**src/rtl/lock_actuator_sequencer.sv**
```systemverilog
// Lock actuator sequencer: turns unlock/deny pulses into timed servo and neopixel
// register writes on the shared peripheral write bus, yielding to CPU traffic.
module lock_actuator_sequencer #(
  parameter int unsigned HOLD_CYCLES = 50_000_000,
  parameter int unsigned DENY_CYCLES = 25_000_000,
  parameter int unsigned CNT_W       = 32,
  parameter logic [31:0] SERVO_OPEN  = 32'd2000,
  parameter logic [31:0] SERVO_LOCK  = 32'd1000,
  parameter logic [31:0] NP_OPEN     = 32'h00FF0000,
  parameter logic [31:0] NP_LOCK     = 32'h0000FF00,
  parameter logic [31:0] NP_DENY     = 32'h0000FFFF
) (
  input  logic        PCLK,
  input  logic        PRESETN,
  input  logic        unlock_req,
  input  logic        deny_req,
  input  logic        bus_idle,
  output logic        bus_write_en,
  output logic [7:0]  bus_addr,
  output logic [31:0] bus_write_data,
  output logic        busy,
  output logic        door_open
);

  localparam logic [3:0] S_INIT_SERVO = 4'd0;
  localparam logic [3:0] S_INIT_LED   = 4'd1;
  localparam logic [3:0] S_IDLE       = 4'd2;
  localparam logic [3:0] S_OPEN_SERVO = 4'd3;
  localparam logic [3:0] S_OPEN_LED   = 4'd4;
  localparam logic [3:0] S_HOLD       = 4'd5;
  localparam logic [3:0] S_LOCK_SERVO = 4'd6;
  localparam logic [3:0] S_LOCK_LED   = 4'd7;
  localparam logic [3:0] S_DENY_LED   = 4'd8;
  localparam logic [3:0] S_DENY_HOLD  = 4'd9;

  localparam logic [7:0] ADDR_NP    = 8'h00;
  localparam logic [7:0] ADDR_SERVO = 8'h04;

  localparam logic [CNT_W-1:0] HOLD_LOAD = CNT_W'(HOLD_CYCLES - 1);
  localparam logic [CNT_W-1:0] DENY_LOAD = CNT_W'(DENY_CYCLES - 1);
  localparam logic [CNT_W-1:0] CNT_ONE   = CNT_W'(1);

  logic [3:0]       state;
  logic [3:0]       state_nx;
  logic [CNT_W-1:0] cnt;
  logic [CNT_W-1:0] cnt_nx;
  logic             wr_go;
  logic [7:0]       wr_addr;
  logic [31:0]      wr_data;
  logic             door_nx;
  logic             can_write;

  // A strobe is never issued in the cycle right after another one, so the
  // registered strobe itself blocks the next write state for one cycle.
  assign can_write = bus_idle && !bus_write_en;

  always_comb begin
    state_nx = state;
    cnt_nx   = cnt;
    wr_go    = 1'b0;
    wr_addr  = ADDR_NP;
    wr_data  = '0;
    door_nx  = door_open;
    case (state)
      S_INIT_SERVO: begin
        if (can_write) begin
          wr_go    = 1'b1;
          wr_addr  = ADDR_SERVO;
          wr_data  = SERVO_LOCK;
          state_nx = S_INIT_LED;
        end
      end
      S_INIT_LED: begin
        if (can_write) begin
          wr_go    = 1'b1;
          wr_addr  = ADDR_NP;
          wr_data  = NP_LOCK;
          state_nx = S_IDLE;
        end
      end
      S_IDLE: begin
        if (deny_req) begin
          state_nx = S_DENY_LED;
        end else if (unlock_req) begin
          state_nx = S_OPEN_SERVO;
        end
      end
      S_OPEN_SERVO: begin
        if (can_write) begin
          wr_go    = 1'b1;
          wr_addr  = ADDR_SERVO;
          wr_data  = SERVO_OPEN;
          door_nx  = 1'b1;
          state_nx = S_OPEN_LED;
        end
      end
      S_OPEN_LED: begin
        if (can_write) begin
          wr_go    = 1'b1;
          wr_addr  = ADDR_NP;
          wr_data  = NP_OPEN;
          cnt_nx   = HOLD_LOAD;
          state_nx = S_HOLD;
        end
      end
      S_HOLD: begin
        // A fresh unlock restarts the full hold window; deny is ignored here.
        if (unlock_req) begin
          cnt_nx = HOLD_LOAD;
        end else if (cnt == '0) begin
          state_nx = S_LOCK_SERVO;
        end else begin
          cnt_nx = cnt - CNT_ONE;
        end
      end
      S_LOCK_SERVO: begin
        if (can_write) begin
          wr_go    = 1'b1;
          wr_addr  = ADDR_SERVO;
          wr_data  = SERVO_LOCK;
          door_nx  = 1'b0;
          state_nx = S_LOCK_LED;
        end
      end
      S_LOCK_LED: begin
        if (can_write) begin
          wr_go    = 1'b1;
          wr_addr  = ADDR_NP;
          wr_data  = NP_LOCK;
          state_nx = S_IDLE;
        end
      end
      S_DENY_LED: begin
        if (can_write) begin
          wr_go    = 1'b1;
          wr_addr  = ADDR_NP;
          wr_data  = NP_DENY;
          cnt_nx   = DENY_LOAD;
          state_nx = S_DENY_HOLD;
        end
      end
      S_DENY_HOLD: begin
        // Deny only recolours the LED, so the return path skips the servo.
        if (cnt == '0) begin
          state_nx = S_LOCK_LED;
        end else begin
          cnt_nx = cnt - CNT_ONE;
        end
      end
      default: begin
        state_nx = S_INIT_SERVO;
      end
    endcase
  end

  always_ff @(posedge PCLK or negedge PRESETN) begin
    if (!PRESETN) begin
      state          <= S_INIT_SERVO;
      cnt            <= '0;
      bus_write_en   <= 1'b0;
      bus_addr       <= '0;
      bus_write_data <= '0;
      busy           <= 1'b1;
      door_open      <= 1'b0;
    end else begin
      state        <= state_nx;
      cnt          <= cnt_nx;
      bus_write_en <= wr_go;
      if (wr_go) begin
        bus_addr       <= wr_addr;
        bus_write_data <= wr_data;
      end
      busy      <= !((state_nx == S_IDLE) || (state_nx == S_HOLD));
      door_open <= door_nx;
    end
  end

endmodule

```
**config.mk**
```make
export PLATFORM = sky130hd
export DESIGN_NAME = lock_actuator_sequencer
export DESIGN_NICKNAME = d
export VERILOG_FILES = /design/src/rtl/lock_actuator_sequencer.sv
export SDC_FILE = /design/constraint.sdc
export NUM_CORES = 1
export LEC_CHECK = 0
export CAP_MARGIN = 0
export CORE_UTILIZATION = 45
export DETAILED_ROUTE_END_ITERATION = 8
export GPL_TIMING_DRIVEN = 0
export PLACE_DENSITY_LB_ADDON = 0.15
export SLEW_MARGIN = 20
export SYNTH_ARGS = -nofsm -noshare
export SYNTH_HDL_FRONTEND = slang
export SYNTH_SLANG_ARGS = --single-unit
```
**constraint.sdc**
```tcl
create_clock -name PCLK -period 4.1 [get_ports PCLK]
set_clock_uncertainty 0.1 [all_clocks]
set_input_delay 1.025 -clock PCLK [delete_from_list [all_inputs] [get_ports PCLK]]
set_output_delay 1.025 -clock PCLK [all_outputs]
set_load 0.02 [all_outputs]
```
==> results of run 1 <==
[metrics by stage]
step / cell area, sq um / setup WS (ns) / hold slack (ns) / utilization, %
2_1_floorplan: 3197 / 1.182 / 0.3509 / -
3_3_place_gp: 3617 / 0.4319 / 0.3686 / 53.54
3_5_place_dp: 3643 / 0.5501 / 0.3765 / 53.93
4_1_cts: 3751 / 0.8782 / 0.4009 / 55.52
5_1_grt: 3751 / 0.6707 / 0.4190 / 55.52
6_report: 3751 / 0.8767 / 0.4002 / 55.52
[kinds of logic after synthesis]
kind of cell,after synthesis,share of synthesized area (%)
simple gates,140,23.44
compound gates,124,24.67
buf+inv,69,12.57
flops,48,38.24
xor+xnor,2,0.5572
fa+ha+maj,1,0.3979
other cells,1,0.1193
[worst max-delay path, delay by kind of cell]
kind | cells | cell delay (ns)
compound gates | 2 | 0.51
buf+inv | 3 | 1.27
simple gates | 3 | 0.51
[path summary, 6_finish.rpt]
kind                                       to      from  cells after the start  slack [ns]
setup / recovery                      cnt[24]  bus_idle                      8        0.88
min in group asynchronous  bus_write_data[15]   PRESETN                      1        0.59
hold / removal                        cnt[16]   cnt[16]                      1        0.40
setup reg to reg                      cnt[17]    cnt[3]                     10        0.95
hold reg to reg                       cnt[16]   cnt[16]                      1        0.40
max in group asynchronous                busy   PRESETN                      2        2.71
[area by class of cell]
class                   count  share of cell area, %
well taps                  80                  2.668
flip-flops and latches     48                  32.05
repair buffers             34                  9.073
plain buffers              56                  9.239
clock buffers               6                  1.935
inverters                  13                  1.301
multi-input cells         282                  42.80
clock inverters             2                 0.9340
[power by group through the flow]
| stage | registers [mW] | logic (mW) | clock network (mW) |
|---|---|---|---|
| 2_1_floorplan | 0.589 | 0.144 | 0 |
| 3_3_place_gp | 0.598 | 0.195 | 0 |
| 3_5_place_dp | 0.600 | 0.202 | 0 |
| 4_1_cts | 0.590 | 0.204 | 0.354 |
| 5_1_grt | 0.602 | 0.227 | 0.377 |
| 6_report | 0.592 | 0.203 | 0.348 |
[sequential cells by signal, indices dropped and copies added, names as in the netlist]
register        flops
cnt                32
bus_write_data      8
state               4
bus_addr            1
bus_write_en        1
busy                1
door_open           1
[per-layer routing]
layer  up-vias  routed length [um]  part of all wire, %  track usage, %
li1       1470                   -                    -               -
met1      1460                3539                   45           31.84
met2       122                3708                   47           35.56
met3        14                 467                  6.0           3.561
met4         0                 108                  1.4           6.667
met5         -                   0                    0               0
[layout by cell type, fill, tap and decap left out, types with 4 or more instances in the layout]
cell type,instances
conb_1,15
dfrtp_1,47
nand2_1,35
nor3_1,9
o31ai_1,4
clkbuf_1,21
or3_1,11
nand2b_1,8
nor2b_1,6
o21ai_0,35
nor4_1,16
o41ai_1,4
buf_4,32
clkdlybuf4s50_1,31
a21o_1,6
a31oi_1,9
inv_1,13
a21oi_1,32
clkbuf_8,5
or4_1,6
nor2_1,23
nand3_1,12
a311oi_1,5
o21ai_1,4
==> out/metrics.csv, run 1 <==
stage,metric,value,unit
outcome,violations,design-rule violations,
worst_setup_path,path_class,in2reg,
sta,setup_viol_count_final,0,
die,die_x,85.59,um
hold_path,hold_class,reg2reg,
sta,slew-limit-headroom,44.83,%
die,core,6756,sq um
global_route,overflow,0,
sta,tns,0,ns
pwr,combPwrFrac,17.7,%
die,die-height,85.59,um
placed_design,port-buffer-count,32,
clocking,cts-root-buf,clkbuf_8,
synthesis,synth_top_area_cell,dfrtp_1,
synthesis,synthCells,385,
clocking,clk_path_buf_depth,2,
synthesis,syn_area_per_cell,8.167,sq um
global_route,grt_pass1_vias,2722,
synthesis,yosys_warnings,0,
placed_design,dp_hpwl,5677,um
synthesis,synth-seq-cells,48,
pwr,ir_worst_vdd,0.1634,mV
pwr,p_clk_share,30.4,%
pwr,p_per_area,304.6,nW/um^2
clocking,cts.clk_slew.worst_paths,0.09,ns
clocking,insertion_delay,0.31,ns
worst_setup_path,start_kind,primary input,
detailed_routing,first_pass_iters,7,
layout,syn_to_final_growth,19.30,%
synthesis,synth.area.top_cells,"dfrtp_1 37%, buf_4 7.6%, o21ai_0 5.6%, a21oi_1 5.1%, nand2_1 4.2%",
sta,rsz0062_at_grt,false,
worst_setup_path,arrival,3.32,ns
detailed_routing,routedWlPerCell,15.02,um
clocking,htreeDepth,2,
layout,seq_area,1202,sq um
layout,fin_cells,521,
layout,multi_input_area,1605,sq um
synthesis,yosysSeqAreaShare,38.24,%
outcome,status,"finished, violations left",
global_route,gr-usage-all-layers,22.46,%
pwr,leakagePower,1.598,nW
pwr,power,1.143,mW
pwr,p_sw,336.3,uW
die,rows,30,
run,drv_cap,0,
worst_setup_path,critPathMaxFanout,10,
layout,fillers,651,
global_route,antenna_found_initial,0,
detailed_routing,final_antenna_net_count,0,
die,die_area,7326,sq um
worst_setup_path,required,4.20,ns
worst_setup_path,worstPathCellList,clkdlybuf4s50_1 -> nor2b_1 -> clkbuf_1 -> nor2_1 -> nor3_1 -> clkbuf_1 -> o21ai_0 -> a211o_1,
layout,layout.nets,446,
synthesis,synth-main-ff-cell,dfrtp_1,
die,initial_core_util,46.54,%
synthesis,synth_top_cell_area_share,37.41,%
detailed_routing,drc,1,
pwr,p_sw_share,29.43,%
clocking,cts_tree,done,
pwr,p_seq_share,51.8,%
detailed_routing,num_vias,3066,
worst_setup_path,cp_common_cell,clkbuf_1,
layout,n_antenna_cell,0,
synthesis,synth_edf_count,0,
placed_design,dp_cells,513,
worst_setup_path,slowest_delay,0.47,ns
sta,finalCritPeriodShare,78.62,%
detailed_routing,wirelength,7823,um
placed_design,place.gp.congestion,0.9082,
synthesis,yosysMostFrequentCell,dfrtp_1,
clocking,numClockSinks,48,
sta,fin_crit,3.223,ns
synthesis,synthArstFlopShare,100.0,%
layout,drive_gt1_share,12.70,%
worst_setup_path,worstSetupEndpointType,flop,
sta,tightest_slew,0.8276,ns
synthesis,netlist_area,3144,sq um
clocking,cts_made_buffers,5,
sta,hold_viol_final,0,
global_route,grt_max_degree,28,
synthesis,synth_cell_type_count,52,
worst_setup_path,slowest_stage,clkdlybuf4s50_1,
global_route,grt_pass1_wl,13140,um
die,io_pins,48,
sta,drv_slew,0,
clocking,postCtsSetupBuffers,0,
pwr,power.internal,806.4,uW
detailed_routing,routed_via_density,5.885,
detailed_routing,drt_iter0_drc,202,
clocking,cts_resized,0,
clocking,cts-hold-fix-buffers,0,
sta,clock.fmax,310.2,MHz
synthesis,netlist_top_cells_count,"47 x dfrtp_1, 35 x nand2_1, 35 x o21ai_0, 32 x a21oi_1, 32 x buf_4",
Power figures use the tool's default switching activity.
==> run 2, diff against run 1 <==
==> constraint.sdc (replaced) <==
create_clock -name PCLK -period 3 [get_ports PCLK]
set_clock_uncertainty 0.1 [all_clocks]
set_input_delay 0.75 -clock PCLK [delete_from_list [all_inputs] [get_ports PCLK]]
set_output_delay 0.75 -clock PCLK [all_outputs]
set_load 0.02 [all_outputs]
==> out/metrics.csv, run 2 (synthesis results as in run 1) <==
stage,metric,value,unit,change
sta,setup_ws,0.1277,ns,was 0.8767 ns
worst_setup_path,path_class,reg2reg,,was in2reg
worst_setup_path,worstSetupEndpointType,flop,,unchanged
layout,final_cell_mix,"46 x dfrtp_1, 38 x buf_4, 35 x nand2_1, 35 x o21ai_0",,"was 47 x dfrtp_1, 35 x nand2_1, 35 x o21ai_0"
placed_design,port-buffer-count,32,,unchanged
detailed_routing,routed_via_density,5.869,,was 5.885
detailed_routing,first_pass_iters,7,,unchanged
worst_setup_path,arrival,2.98,ns,was 3.32 ns
die,io_pins,48,,unchanged
detailed_routing,final_antenna_net_count,0,,unchanged
die,die_x,85.59,um,unchanged
pwr,ir_worst_vdd,0.2292,mV,was 0.1634 mV
sta,fin_crit,2.872,ns,
worst_setup_path,required,3.10,ns,was 4.20 ns
layout,layout.nets,451,,was 446
layout,fin_cells,526,,was 521
clocking,htreeDepth,2,,unchanged
sta,slew-limit-headroom,47.88,%,was 44.83%
die,rows,30,,unchanged
outcome,status,"finished, violations left",,unchanged
pwr,leakagePower,1.632,nW,was 1.598 nW
layout,fillers,654,,was 651
sta,drv_slew,0,,unchanged
sta,rsz0062_at_grt,false,,unchanged
detailed_routing,routedWlPerCell,15.02,um,about the same
sta,setup_viol_count_final,0,,unchanged
clocking,numClockSinks,48,,unchanged
sta,hold_viol_final,0,,unchanged
run,drv_cap,0,,unchanged
placed_design,dp_cells,513,,unchanged
layout,n_antenna_cell,0,,unchanged
sta,tightest_slew,0.7720,ns,was 0.8276 ns
worst_setup_path,critPathMaxFanout,6,,was 10
layout,top_register,cnt,,unchanged
pwr,p_per_area,413.1,nW/um^2,was 304.6 nW/um^2
layout,syn_to_final_growth,22.05,%,was 19.30%
clocking,cts.clk_slew.worst_paths,0.09,ns,about the same
detailed_routing,num_vias,3087,,was 3066
layout,multi_input_area,1648,sq um,was 1605 sq um
global_route,overflow,0,,unchanged
die,core,6756,sq um,unchanged
global_route,grt_pass1_vias,2730,,was 2722
clocking,cts_tree,done,,unchanged
clocking,clk_path_buf_depth,2,,unchanged
layout,drive_gt1_share,15.47,%,was 12.70%
global_route,antenna_found_initial,0,,unchanged
die,die-height,85.59,um,unchanged
detailed_routing,drc,1,,unchanged
layout,seq_area,1204,sq um,was 1202 sq um
placed_design,preCtsSetupSlack,-0.2749,ns,was 0.5501 ns
detailed_routing,wirelength,7903,um,was 7823 um
global_route,grt_max_degree,28,,unchanged
placed_design,place.gp.congestion,0.9082,,unchanged
hold_path,hold_class,in2async,,was reg2reg
clocking,insertion_delay,0.30,ns,was 0.31 ns
global_route,gr-usage-all-layers,22.48,%,was 22.46%
clocking,cts_made_buffers,5,,unchanged
die,die_area,7326,sq um,unchanged
clocking,cts-hold-fix-buffers,0,,unchanged
detailed_routing,drt_iter0_drc,183,,was 202
layout,reg_top3,"cnt: 32 flops, bus_write_data: 8 flops, state: 4 flops",,unchanged
placed_design,dp_hpwl,5677,um,unchanged
worst_setup_path,start_kind,flop,,was primary input
die,initial_core_util,46.54,%,unchanged
global_route,grt_pass1_wl,13170,um,was 13140 um
layout,layout_commonest_cell,dfrtp_1,,unchanged
sta,finalCritPeriodShare,95.74,%,
worst_setup_path,rr_worst_depth,6,,was 10
sta,clock.fmax,348.1,MHz,
layout,largest_reg_flops,32,,unchanged
clocking,cts-root-buf,clkbuf_8,,unchanged
outcome,violations,design-rule violations,,unchanged
[run 2: changes by cell type in the layout (fill, tap and decap cells not counted), sizes merged]
cell,change
buf,+5
[run 2: worst paths after layout]
kind	startpoint	endpoint	slack (ns)
max	cnt[5]	cnt[25]	0.13
min	PRESETN	bus_write_data[15]	0.32
max reg2reg	cnt[5]	cnt[25]	0.13
min reg2reg	cnt[27]	cnt[27]	0.41
max in group asynchronous	PRESETN	busy	1.89
min in group PCLK	cnt[27]	cnt[27]	0.41
[run 2: routing by layer]
metal	track usage, %	wire length [um]
met1	31.78	3554
met2	36.00	3796
met3	3.561	471
met4	6.061	81
met5	0	0
[run 2: area by class of cell]
cell class | count | area share, %
Multi-Input combinational cell | 282 | 42.94
Buffer | 55 | 8.966
Tap cell | 80 | 2.608
Clock inverter | 2 | 0.9129
Timing Repair Buffer | 40 | 10.04
Sequential cell | 48 | 31.37
Clock buffer | 6 | 1.891
Inverter | 13 | 1.272
[run 2: worst max-delay path, stage by stage, from the launching register on]
cell	delay (ns)
dfrtp_1	0.41
or4_4	0.57
nor4_1	0.63
o31ai_4	0.23
or3_1	0.42
a21o_1	0.17
a211oi_1	0.25
[run 2: power by group]
group	switching, mW	total, mW	internal [mW]
clock	0.221	0.468	0.248
combinational	0.156	0.310	0.154
sequential	0.0843	0.807	0.723
total	0.461	1.59	1.12
[run 2: timing repair]
action,4_1_cts,5_1_grt
setup endpoints to repair,7,21
gates cloned,0,0
setup buffers,2,4
pin swaps,2,3
resized for setup,3,11
[run 2: metrics by stage]
step / cell area (sq um) / hold WS, ns / power, mW / util, % / setup TNS (ns)
global route: 3837 / 0.3505 / 1.680 / 56.80 / 0
global placement: 3617 / 0.3686 / 1.084 / 53.54 / -21.88
floorplan: 3197 / 0.3509 / 1.002 / - / 0
finish: 3837 / 0.3162 / 1.585 / 56.80 / 0
CTS: 3770 / 0.3262 / 1.563 / 55.80 / 0
detailed placement: 3643 / 0.3765 / 1.097 / 53.93 / -2.416
==> run 3, diff against run 2 <==
--- a/config.mk
+++ b/config.mk
@@ -6,7 +6,9 @@
 export NUM_CORES = 1
 export LEC_CHECK = 0
 export CAP_MARGIN = 0
-export CORE_UTILIZATION = 45
+export CELL_PAD_IN_SITES_DETAIL_PLACEMENT = 1
+export CELL_PAD_IN_SITES_GLOBAL_PLACEMENT = 2
+export CORE_UTILIZATION = 32
 export DETAILED_ROUTE_END_ITERATION = 8
 export GPL_TIMING_DRIVEN = 0
 export PLACE_DENSITY_LB_ADDON = 0.15
==> out/metrics.csv, run 3 (synthesis results as in run 1) <==
stage,metric,value,unit,change
sta,slew-limit-headroom,42.65,%,was 47.88%
sta,tns,0,ns,unchanged
worst_setup_path,worstPathCellList,or4_4 -> or4_4 -> buf_6 -> or3_4 -> nor4_2 -> o21ai_1 -> a211o_1,,was or4_4 -> nor4_1 -> o31ai_4 -> or3_1 -> a21o_1 -> a211oi_1
detailed_routing,drt_iter0_drc,100,,was 183
worst_setup_path,critPathMaxFanout,6,,unchanged
detailed_routing,num_vias,3016,,was 3087
clocking,clk_path_buf_depth,2,,unchanged
die,core,9371,sq um,was 6756 sq um
worst_setup_path,worstSetupEndpointType,flop,,unchanged
die,die_area,10230,sq um,was 7326 sq um
placed_design,preCtsSetupSlack,-0.3060,ns,was -0.2749 ns
sta,holdWs,0.3568,ns,was 0.3162 ns
layout,final_cell_mix,"46 x dfrtp_1, 38 x buf_4, 35 x nand2_1, 35 x o21ai_0, 32 x a21oi_1",,"was 46 x dfrtp_1, 38 x buf_4, 35 x nand2_1, 35 x o21ai_0"
global_route,antenna_found_initial,0,,unchanged
sta,finalCritPeriodShare,98.41,%,was 95.74%
clocking,numClockSinks,48,,unchanged
sta,fin_crit,2.952,ns,was 2.872 ns
placed_design,dp_hpwl,6862,um,was 5677 um
placed_design,port-buffer-count,32,,unchanged
worst_setup_path,r2r-end,cnt[16],,was cnt[25]
outcome,status,finished clean,,"was finished, violations left"
die,die_x,101.1,um,was 85.59 um
worst_setup_path,slowest_stage,or4_4,,was nor4_1
layout,post-route-util,41.35,%,was 56.80%
sta,clock.fmax,338.7,MHz,was 348.1 MHz
hold_path,hold_class,in2async,,unchanged
worst_setup_path,r2r-start,cnt[6],,was cnt[5]
global_route,grt_pass1_wl,15570,um,was 13170 um
detailed_routing,routed_via_density,5.254,,was 5.869
layout,largest_reg_flops,32,,unchanged
clocking,cts.clk_slew.worst_paths,0.10,ns,was 0.09 ns
detailed_routing,wirelength,9650,um,was 7903 um
global_route,overflow,0,,unchanged
global_route,grt_max_degree,49,,was 28
worst_setup_path,rr_worst_depth,7,,was 6
sta,drv_slew,0,,unchanged
worst_setup_path,cp_common_cell,or4_4,,
layout,stdcell_area,3875,sq um,was 3837 sq um
global_route,grt_pass1_vias,2939,,was 2730
worst_setup_path,required,3.10,ns,about the same
clocking,insertion_delay,0.31,ns,was 0.30 ns
pwr,leakagePower,1.613,nW,was 1.632 nW
sta,tightest_slew,0.8602,ns,was 0.7720 ns
sta,rsz0062_at_grt,true,,was false
die,rows,35,,was 30
clocking,cts-root-buf,clkbuf_8,,unchanged
die,initial_core_util,33.55,%,was 46.54%
worst_setup_path,r2r_slack,0.05,ns,was 0.13 ns
layout,layout.nets,450,,was 451
pwr,ir_worst_vdd,0.2321,mV,was 0.2292 mV
die,io_pins,48,,unchanged
worst_setup_path,worst-path-buf-inv,1,,was 0
layout,layout_commonest_cell,dfrtp_1,,unchanged
clocking,htreeDepth,2,,unchanged
clocking,cts_made_buffers,5,,unchanged
pwr,p_per_area,394.7,nW/um^2,was 413.1 nW/um^2
worst_setup_path,arrival,3.06,ns,was 2.98 ns
die,die-height,101.1,um,was 85.59 um
layout,syn_to_final_growth,23.24,%,was 22.05%
global_route,gr-usage-all-layers,19.74,%,was 22.48%
sta,hold_viol_final,0,,unchanged
worst_setup_path,start_kind,flop,,unchanged
layout,drive_gt1_share,15.51,%,was 15.47%
detailed_routing,routedWlPerCell,16.81,um,was 15.02 um
worst_setup_path,slowest_delay,0.59,ns,was 0.63 ns
detailed_routing,final_antenna_net_count,0,,unchanged
worst_setup_path,path_delay_family,simple AND/OR/NAND/NOR gates,,unchanged
detailed_routing,first_pass_iters,4,,was 7
worst_setup_path,path_class,reg2reg,,unchanged
pwr,power,1.530,mW,was 1.585 mW
layout,n_antenna_cell,0,,unchanged
sta,setup_viol_count_final,0,,unchanged
layout,reg_top3,"cnt: 32 flops, bus_write_data: 8 flops, state: 4 flops",,unchanged
run,drv_cap,0,,unchanged
layout,fin_cells,574,,was 526
placed_design,place_area,3687,sq um,was 3643 sq um
placed_design,place.gp.congestion,0.7785,,was 0.9082
sta,setup_ws,0.04766,ns,was 0.1277 ns
placed_design,dp_cells,561,,was 513
detailed_routing,drc,0,,was 1
clocking,cts_tree,done,,unchanged
layout,top_register,cnt,,unchanged
clocking,cts-hold-fix-buffers,0,,unchanged
-- run 3: changes by cell type in the layout (fill, tap and decap cells not counted), sizes merged --
cell      before  now
clkinvlp       0    2
buf           44   43
bufinv         1    0
clkinv         1    0
-- run 3: area by class of cell --
type / instances / area (sq um)
inverters: 13 / 48.80
fillers: 1180 / 5497
clock buffers: 6 / 82.58
flip-flops and latches: 48 / 1204
repair buffers: 39 / 367.9
multi-input cells: 282 / 1648
clock inverters: 2 / 15.01
well taps: 129 / 161.4
plain buffers: 55 / 347.8
-- run 3: worst register-to-register path, stage by stage (launching register included) --
cell and delay, ns:
dfrtp_1 0.42, or4_4 0.59, or4_4 0.54, buf_6 0.15, or3_4 0.39, nor4_2 0.25
o21ai_1 0.10, a211o_1 0.30
-- run 3: repair_timing --
item                                    CTS  global route
buffers inserted                          5             1
endpoints found under the hold margin     0             0
endpoints found under the setup margin   12            21
gates resized for setup                   5            10
pin swaps                                 4             0
-- run 3: worst max-delay path by stage --
stage,startpoint,endpoint,slack (ns),cells after the start
detailed placement,bus_idle,cnt[24],-0.31,8
global placement,bus_idle,cnt[25],-0.66,5
finish,cnt[6],cnt[16],0.05,7
floorplan,cnt[3],cnt[16],0.08,9
CTS,bus_idle,cnt[24],0.02,8
global route,cnt[6],cnt[25],-0.06,6
-- run 3: metal layers --
| layer | routed length, um | track usage (%) | up-vias |
|---|---|---|---|
| li1 | - | - | 1480 |
| met4 | 31 | 3.010 | 0 |
| met3 | 167 | 2.566 | 2 |
| met5 | 0 | 0 | - |
| met1 | 4576 | 25.51 | 1502 |
| met2 | 4874 | 35.69 | 32 |
-- run 3: report_power, final --
group | switching [mW] | internal, mW
clock | 0.246 | 0.187
sequential | 0.0959 | 0.723
combinational | 0.148 | 0.130
